===== config.mk =====
export PLATFORM = sky130hd
export DESIGN_NAME = debounce_sync
export DESIGN_NICKNAME = d
export VERILOG_FILES = /design/src/rtl/debounce_sync.sv
export SDC_FILE = /design/constraint.sdc
export NUM_CORES = 1
export LEC_CHECK = 0
export ABC_AREA = 1
export CAP_MARGIN = 20
export CORE_AREA = 2 2 39 41
export CTS_BUF_LIST = sky130_fd_sc_hd__clkbuf_2
export CTS_CLUSTER_SIZE = 8
export DETAILED_ROUTE_END_ITERATION = 10
export DIE_AREA = 0 0 41 43
export GPL_TIMING_DRIVEN = 0
export PLACE_DENSITY = 0.42
export RECOVER_POWER = 25
export SLEW_MARGIN = 30
export SYNTH_ARGS = -nofsm -noshare
export SYNTH_HDL_FRONTEND = slang
export SYNTH_SLANG_ARGS = --single-unit

===== constraint.sdc =====
create_clock -name clk -period 1.78 [get_ports clk]
set_input_delay 0.178 -clock clk [delete_from_list [all_inputs] [get_ports clk]]
set_output_delay 0.178 -clock clk [all_outputs]
set_load 0.02 [all_outputs]

===== src/rtl/debounce_sync.sv =====
// Two-flop synchronizer plus counter-based debounce FSM for one asynchronous input.
// Optional registered rise/fall pulses are built only when DEBOUNCE_SYNC_PULSE_EN is defined.
module debounce_sync #(
  parameter int STABLE_CNT = 4,
  parameter int CNT_W      = 3
) (
  input  logic clk,
  input  logic rst,
  input  logic d,
  output logic q,
  output logic rise,
  output logic fall,
  output logic busy
);

  typedef enum logic {
    IDLE  = 1'b0,
    CHECK = 1'b1
  } state_t;

  localparam logic [CNT_W-1:0] CNT_MAX = CNT_W'(STABLE_CNT);
  localparam logic [CNT_W-1:0] CNT_ONE = CNT_W'(1);

  logic             s1;
  logic             s2;
  state_t           state;
  logic [CNT_W-1:0] cnt;

  // Synchronizer stage: only s2 is allowed to reach the FSM.
  always_ff @(posedge clk) begin
    if (rst) begin
      s1 <= 1'b0;
      s2 <= 1'b0;
    end else begin
      s1 <= d;
      s2 <= s1;
    end
  end

  // Debounce stage: any sample matching q during CHECK is a bounce and aborts.
  always_ff @(posedge clk) begin
    if (rst) begin
      state <= IDLE;
      cnt   <= '0;
      q     <= 1'b0;
    end else begin
      case (state)
        IDLE: begin
          if (s2 != q) begin
            state <= CHECK;
            cnt   <= CNT_ONE;
          end else begin
            cnt   <= '0;
          end
        end
        CHECK: begin
          if (s2 == q) begin
            state <= IDLE;
            cnt   <= '0;
          end else if (cnt == CNT_MAX) begin
            q     <= s2;
            state <= IDLE;
            cnt   <= '0;
          end else begin
            cnt   <= cnt + CNT_ONE;
          end
        end
        default: begin
          state <= IDLE;
          cnt   <= '0;
        end
      endcase
    end
  end

  assign busy = (state == CHECK);

`ifdef DEBOUNCE_SYNC_PULSE_EN
  logic rise_r;
  logic fall_r;

  // Edge-pulse stage: fires on the same edge that commits q.
  always_ff @(posedge clk) begin
    if (rst) begin
      rise_r <= 1'b0;
      fall_r <= 1'b0;
    end else begin
      rise_r <= (state == CHECK) && (s2 != q) && (cnt == CNT_MAX) &&  s2;
      fall_r <= (state == CHECK) && (s2 != q) && (cnt == CNT_MAX) && !s2;
    end
  end

  assign rise = rise_r;
  assign fall = fall_r;
`else
  assign rise = 1'b0;
  assign fall = 1'b0;
`endif

endmodule

# After elaboration in Yosys (flattened, before gate mapping)
# Cells that the tools add are included.
# word_totals
ff_bits	7
in_bits	3
out_inout_bits	4
wordCells	20
# classes
addsub	1
n_eq_ne	3
muxes	8
bitwise_logic	2
reduce_logical	1
# op_table
cell	count
3-bit two-way mux	2
3-bit case mux with 2 select lines	1
1-bit two-way mux	4
3-bit by 1-bit adder with 3-bit output, second input constant	1
3-bit equality test, second input constant	1
3-bit AND reduction	1
1-bit inverter	2
1-bit case mux with 2 select lines	1
1-bit equality test	1
1-bit != test	1

# Longest topological paths before layout
# Gate-level depths: netlist of the first run.
# logic_depth
depth_word	4
ltp_mapped	6
ltp_nobuf	6

# Worst setup path before layout of the first run
# OpenSTA, ideal clock, no wires.
# synth_path
path_kind	register -> register
start	register cnt[0]
end	register cnt[2]
setup_ns	0.064
t_arrival_ns	0.856
t_required_ns	1.716
path_slack_ns	0.860
path_stages_with_launch	6
path_buffers	0
period_less_slack_ns	0.920
path_cell_list	dfxtp_1 -> inv_1 -> ha_1 -> a21boi_0 -> nand2_1 -> nor2_1
# synth_via
elab_chain_cells	4
elab_cells_between_ends	5
classes_between	1 x add/sub; 1 x eq/ne; 3 x mux
# synth_rtl
element	line	rtl
start: declaration	27	logic [CNT_W-1:0] cnt;
start signal: assignment	65	cnt <= cnt + CNT_ONE;
3-bit by 1-bit adder with 3-bit output or 3-bit equality test (tied branches)	65, 60	
3-bit two-way mux *	60	end else if (cnt == CNT_MAX) begin
3-bit two-way mux *	57	if (s2 == q) begin
3-bit case mux with 2 select lines *	47	case (state)
# Every way passes the cells marked *; elsewhere a longest branch is shown, timed or not.
# A chain may end at the register's enable or synchronous reset.

# Worst setup path in the final report of the first run
# layout_path
start	register state, in the netlist busy
end	output port busy
# layout_lines
element	line	rtl
start: declaration	26	state_t state;
start signal: assignment	43	state <= IDLE;
start signal: assignment	50	state <= CHECK;
start signal: assignment	58	state <= IDLE;
end: declaration	13	output logic busy
# No word-level cell between the ends.

==> results of run 1 <==
per-layer routing:
layer / track usage (%) / share of wire, % / up-vias
li1: - / - / 127
met1: 8.12 / 52 / 95
met2: 5.31 / 42 / 5
met3: 4.71 / 6.2 / 0
met4: 6.00 / 0 / 0
met5: 0 / 0 / -
per-stage QoR:
stage	hold slack [ns]	instances	area [um^2]
final	0.402	65	385
after global routing	0.422	65	385
after CTS	0.406	65	385
after detailed placement	0.396	61	365
after global placement	0.395	61	365
after floorplan	0.249	41	305
flip-flops by register name, summed over array words and instances (netlist names):
name	count
busy	1
s2	1
s1	1
cnt	3
q	1
synth_stat cells:
cell type / instances
inv_1: 9
buf_4: 2
xnor2_1: 1
dfxtp_1: 7
nor2_1: 8
a21boi_0: 1
nand2_1: 7
ha_1: 2
nand3_1: 1
nor2_2: 1
conb_1: 1
where the power goes:
group          switching (mW)  internal, mW
clock network          0.0543        0.0598
logic                  0.0101       0.00994
registers             0.00198         0.160
final timing paths:
| kind | start | to | slack [ns] |
|---|---|---|---|
| worst min-delay path | s1 | s2 | 0.40 |
| worst min register to register | s1 | s2 | 0.40 |
| worst max register to register | cnt[0] | cnt[1] | 0.78 |
| worst max-delay path | busy | busy | 0.38 |
cell families (layout without fill, tap and decap cells):
group                      after synthesis  after routing  share of synthesized area, %
and+or+nand+nor                         17             17                          22.4
buffers and inverters                   11             19                          16.2
DFF                                      7              7                          46.5
adders and majority gates                2              2                          8.30
other                                    1              2                          1.24
AOI/OAI and AO/OA                        1              1                          2.49
xor gates and xnor gates                 1              1                          2.91
cell type report:
| type | count | area, um^2 | area share, % |
|---|---|---|---|
| multi-input cells | 23 | 116 | 30.2 |
| well taps | 16 | 20.0 | 5.19 |
| plain buffers | 2 | 15.0 | 3.90 |
| repair buffers | 4 | 40.0 | 10.4 |
| flip-flops and latches | 7 | 140 | 36.4 |
| clock buffers | 4 | 20.0 | 5.19 |
| inverters | 9 | 33.8 | 8.77 |
==> results.tsv, run 1 <==
metric	value	unit
slowest stage cell, crit path	clkdlybuf4s50_1	
PwrDens	768	nW/um^2
CTS tree	built	
Layout area overhead	27.8	%
max incr delay on CP	0.62	ns
Max Slew Vio Count	0	
most frequent cells in the layout	inv_1 (9), nor2_1 (8), nand2_1 (7), dfxtp_1 (7), clkbuf_2 (4)	
top post-synthesis cells by area	dfxtp_1 (46%), inv_1 (11%), nor2_1 (10%)	
CP Capture Type	output pin	
WL final	387	um
endpoints failing setup	0	
Root Driver	clkbuf_2	
DRC Markers	0	
Seq cells post-synth	7	
number of global-route vias before repair	164	
Cell Rows	14	
IO Count	7	
Hold/Removal Path Class	reg -> reg	
post-synthesis sequential area ratio	46.5	%
Antenna Diode Count	0	
CTS Buf Count	3	
Yosys top cell area share	46.5	%
Pwr Total	0.296	mW
first-pass GRT wire length	627	um
layout cells sized above 1	14.3	%
most common cell after layout, fill and taps aside	inv_1	
Overflow after GRT	0	
pre-CTS setup slack	0.632	ns
setup TNS	0	ns
depth of the CTS H-tree	1	
vias per cell	3.49	
Worst VDD drop	384	uV
gr usage total	6.04	%
clock skew	0.00281	ns
Final #Nets	55	
fillers	156	
CTS Sinks	7	
Ys Warns	0	
final hold violations	0	
setup bufs post-CTS	0	
Die Ht	43	um
area of the core	1380	um^2
syn avg cell area	7.54	um^2
Clock Tree Buf Depth	2	
Vias	227	
clk slew on worst S/H paths	0.07	ns
Starting Density	21.8	%
worst-skew pair later-pin latency	0.22	ns
crit path kind	reg -> out	
CP Data Required Time	1.60	ns
Netlist Area Pre-Place	302	um^2
fin crit period	1.40	ns
Synth area leader	dfxtp_1	
ANT nets after route	0	
worst setup margin	0.378	ns
static leakage	0.195	nW
WP data arrival	1.22	ns
RD Place Congestion	0.678	
IO Port Bufs	4	
CP Buf/Inv Count	1	
reg2reg path depth	5	
period utilisation layout	78.8	%
status	finished, final reports clean	
crit start category	flip-flop	
CP delay by family, top	buffers and inverters	
post-cts sizing count	0	
Final Util	27.8	%
DP Wirelength	316	um
hold depth	2	
initial drt markers	2	
hold buffer count at CTS	0	
crit-path max FO	4	
first-pass iteration count of the detailed router	2	
number of library cell types mapped by synthesis	11	
largest net degree at the start of global routing	5	
critical path depth	1	
CP Cell Sequence	clkdlybuf4s50_1	
Die Area	1760	um^2
WL per Instance	5.95	um
Mapped Cells	40	
unrepaired setup endpoints after global routing	no	
chip width	41	um
fmax	0.713	GHz
Max Cap Viol	0	
initial antenna violation count	0	
(Power assumes the default switching activity.)
==> run 2: changes to the inputs <==
==> constraint.sdc (replaced) <==
create_clock -name clk -period 1.4 [get_ports clk]
set_input_delay 0.14 -clock clk [delete_from_list [all_inputs] [get_ports clk]]
set_output_delay 0.14 -clock clk [all_outputs]
set_load 0.02 [all_outputs]
==> run 2 against run 1 <==
Sequential power is 27% higher. Clock skew stayed put. Highest routed layer unchanged. Cell area is 0.65% higher. Clock power is 27% higher. Largest power group unchanged. Final cell count stayed put. Count of clock-buffer cells in the layout stayed put. Non-clock buffer count stayed put. Critical endpoint is now q. Wire length is 0.26% lower. First-iteration DRC count stayed put. Sequential share of layout area is 0.23 points lower.
==> results.tsv, run 2 (same netlist as run 1, synthesis figures left out) <==
metric	value	unit
status	finished, final reports clean	
initial antenna violation count	0	
fmax	0.750	GHz
PwrDens	970	nW/um^2
first-pass GRT wire length	627	um
WP data arrival	1.19	ns
layout cells sized above 1	14.3	%
ANT nets after route	0	
Max Cap Viol	0	
clk slew on worst S/H paths	0.07	ns
CP Buf/Inv Count	1	
slowest stage cell, crit path	clkdlybuf4s50_1	
Starting Density	21.8	%
WL final	386	um
most frequent cells in the layout	inv_1 (9), nor2_1 (8), nand2_1 (7), dfxtp_1 (7), clkbuf_2 (4)	
Clock Tree Buf Depth	2	
CTS Buf Count	3	
Vias	227	
setup bufs post-CTS	0	
Die Area	1760	um^2
CP Data Required Time	1.26	ns
Die Ht	43	um
crit start category	flip-flop	
setup TNS	0	ns
Antenna Diode Count	0	
area of the core	1380	um^2
IO Port Bufs	4	
post-cts sizing count	0	
period utilisation layout	95.3	%
Layout area overhead	28.6	%
Biggest register	cnt	
Root Driver	clkbuf_2	
clock skew	0.00281	ns
Final #Nets	55	
depth of the CTS H-tree	1	
largest net degree at the start of global routing	5	
Overflow after GRT	0	
CP delay by family, top	buffers and inverters	
IO Count	7	
hold_ws	0.402	ns
worst-skew pair later-pin latency	0.22	ns
CTS tree	built	
crit path kind	reg -> out	
first-pass iteration count of the detailed router	2	
CP Capture Type	output pin	
CP Cell Sequence	clkdlybuf4s50_1	
Finished Cell Area	388	um^2
Largest register FFs	3	
final hold violations	0	
hold buffer count at CTS	0	
Hold/Removal Path Class	reg -> reg	
gr usage total	6.04	%
unrepaired setup endpoints after global routing	no	
most common cell after layout, fill and taps aside	inv_1	
initial drt markers	2	
max incr delay on CP	0.61	ns
Worst VDD drop	488	uV
DRC Markers	0	
number of global-route vias before repair	164	
Max Slew Vio Count	0	
fin crit period	1.33	ns
Cell Rows	14	
crit-path max FO	4	
CTS Sinks	7	
Placed Area	365	um^2
static leakage	0.212	nW
endpoints failing setup	0	
RD Place Congestion	0.678	
vias per cell	3.49	
DP Wirelength	316	um
chip width	41	um
WL per Instance	5.94	um
## run 2: changes by cell type in the layout (fill, tap and decap cells not counted), sizes merged
cell	change
dlymetal6s2s	+1
clkdlybuf4s50	-1
## run 2: final cells by class
class,instances,area [um^2]
multi-input combinational,23,116
sequential,7,140
fill,155,996
timing repair buffer,4,42.5
buffer,2,15.0
tap,16,20.0
clock buffer,4,20.0
inverter,9,33.8
## run 2: power by group
group	internal [mW]	switching [mW]	leakage (nW)	total, mW
Clock	0.0761	0.0690	0.0166	0.145
Sequential	0.203	0.00249	0.0570	0.206
Combinational	0.0125	0.0129	0.139	0.0254
## run 2: per-stage QoR
stage	total power, mW	instances	setup WS, ns	utilization (%)
final	0.376	65	0.0661	28.0
after global routing	0.397	65	0.0121	28.0
after CTS	0.386	65	0.0220	27.8
after detailed placement	0.237	61	0.290	26.4
after global placement	0.237	61	0.280	26.4
after floorplan	0.227	41	0.480	-
## run 2: worst paths after layout
kind | to | cells after the start | from | slack, ns
worst min-delay path | s2 | 2 | s1 | 0.40
worst min register to register | s2 | 2 | s1 | 0.40
worst max register to register | cnt[1] | 5 | cnt[0] | 0.40
worst max-delay path | q | 1 | q | 0.07
## run 2: layer usage
| layer | vias to the layer above | share of wire (%) | wire, um | GRT usage, % |
|---|---|---|---|---|
| met5 | - | 0 | 0 | 0 |
| met4 | 0 | 0 | 0 | 6.00 |
| met3 | 0 | 5.7 | 22 | 4.71 |
| met2 | 5 | 42 | 163 | 5.31 |
| met1 | 95 | 52 | 200 | 8.12 |
| li1 | 127 | - | - | - |
## run 2: worst register-to-register path: cells and delay by family (launching register included)
| family | cells | cell delay, ns |
|---|---|---|
| AOI/OAI and AO/OA | 1 | 0.17 |
| buffers and inverters | 1 | 0.05 |
| adders and majority gates | 1 | 0.19 |
| DFF | 1 | 0.36 |
| and+or+nand+nor | 2 | 0.17 |
==> run 3: changes to the inputs <==
==> constraint.sdc (replaced) <==
create_clock -name clk -period 1.75 [get_ports clk]
set_input_delay 0.175 -clock clk [delete_from_list [all_inputs] [get_ports clk]]
set_output_delay 0.175 -clock clk [all_outputs]
set_load 0.02 [all_outputs]
==> results of run 3 <==
Same layout as run 1 (identical final DEF). Status: finished, final reports clean.
Main changes from that run: setup slack after placement 0.632 ns -> 0.605 ns; setup slack after layout 0.378 ns -> 0.351 ns; register-to-register setup slack 0.78 ns -> 0.75 ns; total power 0.296 mW -> 0.301 mW; worst IR drop on VDD 384 uV -> 391 uV
